`src/rtl/decode_stage.sv`:
```
// Registered instruction decode stage: R/I/J classification, field
// extraction, XLEN extension and load-use bubble insertion with a counter.
//
// Ports:
//   clk, rst            rising-edge clock, async active-high reset
//   in_valid/in_ready   upstream handshake, instruction is the payload
//   flush               synchronous kill of the bundle and load tracking
//   out_valid/out_ready downstream handshake for the registered bundle
//   R, I, J             one-hot type class
//   op, funct           opcode and function fields
//   rs, rt, rd, dest    register fields; dest = rd (R), rt (I), 0 (J)
//   shamt, imm, tar_add shift amount, immediate, jump target at XLEN
//   bubble_cnt          saturating count of inserted bubbles
module decode_stage #(
   parameter int          XLEN      = 32,
   parameter logic [5:0]  J_OP_A    = 6'b000001,
   parameter logic [5:0]  J_OP_B    = 6'b000010,
   parameter logic [5:0]  ZEXT_OP_A = 6'b000101,
   parameter logic [5:0]  ZEXT_OP_B = 6'b000110,
   parameter logic [5:0]  LOAD_OP   = 6'b100011,
   parameter logic [5:0]  STORE_OP  = 6'b101011,
   parameter int          CNT_W     = 16
) (
   input  logic             clk,
   input  logic             rst,
   input  logic             in_valid,
   output logic             in_ready,
   input  logic [31:0]      instruction,
   input  logic             flush,
   output logic             out_valid,
   input  logic             out_ready,
   output logic             R,
   output logic             I,
   output logic             J,
   output logic [5:0]       op,
   output logic [5:0]       funct,
   output logic [4:0]       rs,
   output logic [4:0]       rt,
   output logic [4:0]       rd,
   output logic [4:0]       dest,
   output logic [XLEN-1:0]  shamt,
   output logic [XLEN-1:0]  imm,
   output logic [XLEN-1:0]  tar_add,
   output logic [CNT_W-1:0] bubble_cnt
);

   logic [5:0]      d_op;
   logic [4:0]      d_rs;
   logic [4:0]      d_rt;
   logic [4:0]      d_rd;
   logic            d_r;
   logic            d_j;
   logic            d_zext;
   logic [4:0]      d_dest;
   logic [XLEN-1:0] d_imm;

   logic            ld_pend;
   logic [4:0]      ld_rt;
   logic            free;
   logic            haz;
   logic            accept;
   logic            bubble;

   assign d_op   = instruction[31:26];
   assign d_rs   = instruction[25:21];
   assign d_rt   = instruction[20:16];
   assign d_rd   = instruction[15:11];
   assign d_r    = (d_op == 6'd0);
   assign d_j    = (d_op == J_OP_A) || (d_op == J_OP_B);
   assign d_zext = (d_op == ZEXT_OP_A) || (d_op == ZEXT_OP_B);

   always_comb begin
      d_dest = d_rt;
      unique case (1'b1)
         d_r:     d_dest = d_rd;
         d_j:     d_dest = 5'd0;
         default: d_dest = d_rt;
      endcase
   end

   assign d_imm = d_zext
      ? {{(XLEN-16){1'b0}}, instruction[15:0]}
      : {{(XLEN-16){instruction[15]}}, instruction[15:0]};

   // Stores and R-types read rt; everything reads rs.
   assign free = !out_valid || out_ready;
   assign haz  = ld_pend && in_valid &&
                 ((d_rs == ld_rt) ||
                  ((d_rt == ld_rt) && (d_r || (d_op == STORE_OP))));

   assign in_ready = free && !flush && !haz;
   assign accept   = in_valid && in_ready;
   assign bubble   = free && !flush && haz;

   always_ff @(posedge clk or posedge rst) begin
      if (rst) begin
         out_valid  <= 1'b0;
         ld_pend    <= 1'b0;
         ld_rt      <= '0;
         bubble_cnt <= '0;
         R          <= 1'b0;
         I          <= 1'b0;
         J          <= 1'b0;
         op         <= '0;
         funct      <= '0;
         rs         <= '0;
         rt         <= '0;
         rd         <= '0;
         dest       <= '0;
         shamt      <= '0;
         imm        <= '0;
         tar_add    <= '0;
      end else if (flush) begin
         out_valid <= 1'b0;
         ld_pend   <= 1'b0;
      end else if (accept) begin
         out_valid <= 1'b1;
         R         <= d_r;
         I         <= !d_r && !d_j;
         J         <= d_j;
         op        <= d_op;
         funct     <= instruction[5:0];
         rs        <= d_rs;
         rt        <= d_rt;
         rd        <= d_rd;
         dest      <= d_dest;
         shamt     <= {{(XLEN-5){1'b0}}, instruction[10:6]};
         imm       <= d_imm;
         tar_add   <= {{(XLEN-26){1'b0}}, instruction[25:0]};
         // A load to r0 can never create a dependency.
         ld_pend   <= (d_op == LOAD_OP) && (d_rt != 5'd0);
         if ((d_op == LOAD_OP) && (d_rt != 5'd0))
            ld_rt <= d_rt;
      end else if (bubble) begin
         out_valid <= 1'b0;
         ld_pend   <= 1'b0;
         if (bubble_cnt != {CNT_W{1'b1}})
            bubble_cnt <= bubble_cnt + CNT_W'(1);
      end else if (free) begin
         out_valid <= 1'b0;
      end
   end

endmodule

```
`config.mk`:
```
export PLATFORM = sky130hd
export DESIGN_NAME = decode_stage
export DESIGN_NICKNAME = d
export VERILOG_FILES = /design/src/rtl/decode_stage.sv
export SDC_FILE = /design/constraint.sdc
export NUM_CORES = 1
export LEC_CHECK = 0
export ABC_AREA = 1
export BUFFER_PORTS_ARGS = -buffer_cell sky130_fd_sc_hd__buf_2
export CELL_PAD_IN_SITES_DETAIL_PLACEMENT = 1
export CELL_PAD_IN_SITES_GLOBAL_PLACEMENT = 1
export CORE_AREA = 2 2 139 87
export DETAILED_ROUTE_END_ITERATION = 7
export DIE_AREA = 0 0 141 89
export PLACE_DENSITY_LB_ADDON = 0.1
export SLEW_MARGIN = 25
export SYNTH_ARGS = -nofsm -noshare
export SYNTH_HDL_FRONTEND = slang
export SYNTH_SLANG_ARGS = --single-unit
```
`constraint.sdc`:
```
create_clock -name clk -period 2.8 [get_ports clk]
set_input_delay 0.14 -clock clk [delete_from_list [all_inputs] [get_ports clk]]
set_output_delay 0.14 -clock clk [all_outputs]
set_load 0.02 [all_outputs]
```
==> reports/qor.csv <==
metric,value,unit
finalHoldViolCount,0,
ys_ff_latch,64,
worstPathArrival,2000,ps
p_leak,2.58,nW
use_met1,0.247,
report.final.setup_viol,0,
cts_buffers,9,
final_cell_count_no_fill,717,
hold_depth,2,
hp-start,flush,
gr-max-usage-layer,met2,
r2r-end,rs[0]$_DFFE_PP0P_,
clockRootBuffer,clkbuf_16,
start_kind,flop,
critical_path.reg2reg.startpoint,ld_rt[1]$_DFFE_PP0P_,
required,2660,ps
synth_area_per_cell,8.09,µm²
power_density,644,nW/µm²
drc_errors,0,
fin_worst_skew,3.57,ps
period_share,0.764,
status,"complete, no violations",
critPathKind,flop to primary output,
fillCellCount,1390,
met2_usage,0.255,
async_flop_share,1.00,
grt_overflow_total,0,
synth_area,3830,µm²
worstPathCellList,inv_1 > nand2_1 > nand2_1 > a21oi_1 > nand3_1 > nand2_1 > a21oi_2 > buf_4 > buf_2,
placed_cells,700,
vias,3249,
portBuffers,152,
grt_setup_unrepaired,false,
worst_pin_slew,716,ps
antenna_found_initial,0,
layout.nets,606,
synth_edf_count,0,
final-max-slew-violation-count,0,
setup_ws,659,ps
cp_max_fo,27,
io_pins,186,
die_x,141,µm
grt_pass1_wl,16600,µm
clk_path_buf_depth,2,
final_common_cell,buf_2,
max_stage_delay,420,ps
synthFlopType,dfrtp_1,
finalInstanceArea,4460,µm²
hold_ws,34.3,ps
critPathCaptureType,primary output,
worst-r2r-setup-slack,750,ps
relSlewSlack,0.518,
die-area,12500,µm²
viasPerCell,4.53,
cts_sinks,64,
ant_nets,0,
antennaDiodeCount,0,
grt_pass1_vias,3126,
drive_gt1_frac,0.321,
cpMostUsedCell,nand2_1,
wire_per_inst,14.8,µm
drt_iter0_drc,86,
grt_usage,0.172,
hp-class,input pin to flop,
clock_latency,330,ps
ys_warn_count,0,
fmax,0.467,GHz
synth_cell_type_count,33,
initial_core_util,0.344,
cts_tree,yes,
grt_max_degree,60,
cts_setup_buffers,0,
areaGrowthSynthToFinish,16.4,%
h-tree-depth,3,
setup-tns-final,0,ps
utilization,0.400,
totalWireLength,10600,µm
coreArea,11100,µm²
slowest_stage,dfrtp_1,
power,2.87,mW
seq_area_frac_synth,0.418,
post-dp-hpwl,7940,µm
min_to,out_valid$_DFFE_PP0P_,
layout_common_cells,"buf_2 (152), nand2_1 (140), dfrtp_1 (64), nand3_1 (42), conb_1 (33)",
grt_util_met3,0.0536,
dr.pass1.iters,4,
max_cap_violations,0,
place_worst_setup_slack,760,ps
cts.reportedPaths.clkPinSlew,50,ps
rr_worst_depth,8,
ir_drop,0.289,mV
min_period,2140,ps
die_h,89,µm
place.gp.congestion,0.812,
std_cell_rows,30,
synthCells,474,
placed_area,4190,µm²
==> synthesized netlist by cell type, types with 2 or more instances <==
library cell  count  area share
o22ai_1           5      0.0082
buf_1             2      0.0020
nand3_2           3      0.0078
nand4_1           8       0.013
buf_2            10       0.013
xnor2_1           8       0.018
dfrtp_1          64        0.42
o21ai_0          19       0.025
clkbuf_1          2      0.0020
nand3_1          42       0.055
nor4_1            3      0.0049
nand2_1         140        0.14
nor2_1           11       0.011
xor2_1           11       0.025
inv_1            30       0.029
nor3_1            3      0.0039
o21ai_2           4      0.0091
buf_4            91        0.18
nand3b_1          3      0.0059
a21oi_1           2      0.0026
==> kinds of logic (layout without fill, tap and decap cells) <==
logic type	count (synthesis)	in the layout	share of synthesized area
compound gates	33	33	0.0506
other cells	1	33	0.000978
flops	64	64	0.418
buf+inv	138	205	0.232
simple gates	218	218	0.252
xor+xnor	19	19	0.0434
fa+ha+maj	1	1	0.00326
==> per-layer routing <==
layer,up-vias,wire length (µm),share of wire
met5,-,0,0
met4,0,82,0.0078
met3,9,687,0.065
met2,135,4320,0.41
met1,1529,5490,0.52
li1,1576,-,-
==> final cells by class <==
| cell class | instances | area, µm² | share of cell area |
|---|---|---|---|
| clock buffer | 13 | 250 | 0.0561 |
| clock inverter | 3 | 17.5 | 0.00392 |
| inverter | 31 | 116 | 0.0261 |
| multi-input combinational | 304 | 1470 | 0.328 |
| sequential | 64 | 1600 | 0.359 |
| tap | 144 | 180 | 0.0404 |
| timing repair buffer | 158 | 833 | 0.187 |
==> registers in the layout, summed over array words and instances (netlist names), 4 cells and up <==
signal      flops
bubble_cnt     16
imm             8
op              6
dest            5
funct           5
ld_rt           5
rs              5
rd              4
rt              4
==> timing repair <==
action | in CTS | in global routing
hold endpoints to repair | 25 | 0
hold buffers | 1 | 0
gates resized for setup | 0 | 0
==> critical path: cells and delay by family (launching register included) <==
kind | cells | cell delay [ps]
buffers and inverters | 3 | 670
AO/OA/AOI/OAI | 2 | 290
flip-flops | 1 | 420
AND/OR/NAND/NOR | 4 | 280
==> worst max-delay path by stage <==
stage | start | end | slack [ps] | cells after the start
after floorplan | bubble_cnt[0]$_DFFE_PP0P_ | bubble_cnt[13]$_DFFE_PP0P_ | 940 | 8
after global routing | ld_rt[0]$_DFFE_PP0P_ | in_ready | 440 | 9
after global placement | ld_rt[1]$_DFFE_PP0P_ | I$_DFFE_PP0P_ | 770 | 8
after CTS | ld_rt[0]$_DFFE_PP0P_ | in_ready | 640 | 9
after detailed placement | instruction[26] | I$_DFFE_PP0P_ | 760 | 10
final | ld_rt[0]$_DFFE_PP0P_ | in_ready | 660 | 9
==> power by group <==
group          internal (mW)  switching, mW
combinational          0.226          0.531
clock                  0.620          0.399
sequential              1.02         0.0808
total                   1.86           1.01
No activity file was read; power rests on OpenSTA's default activity.
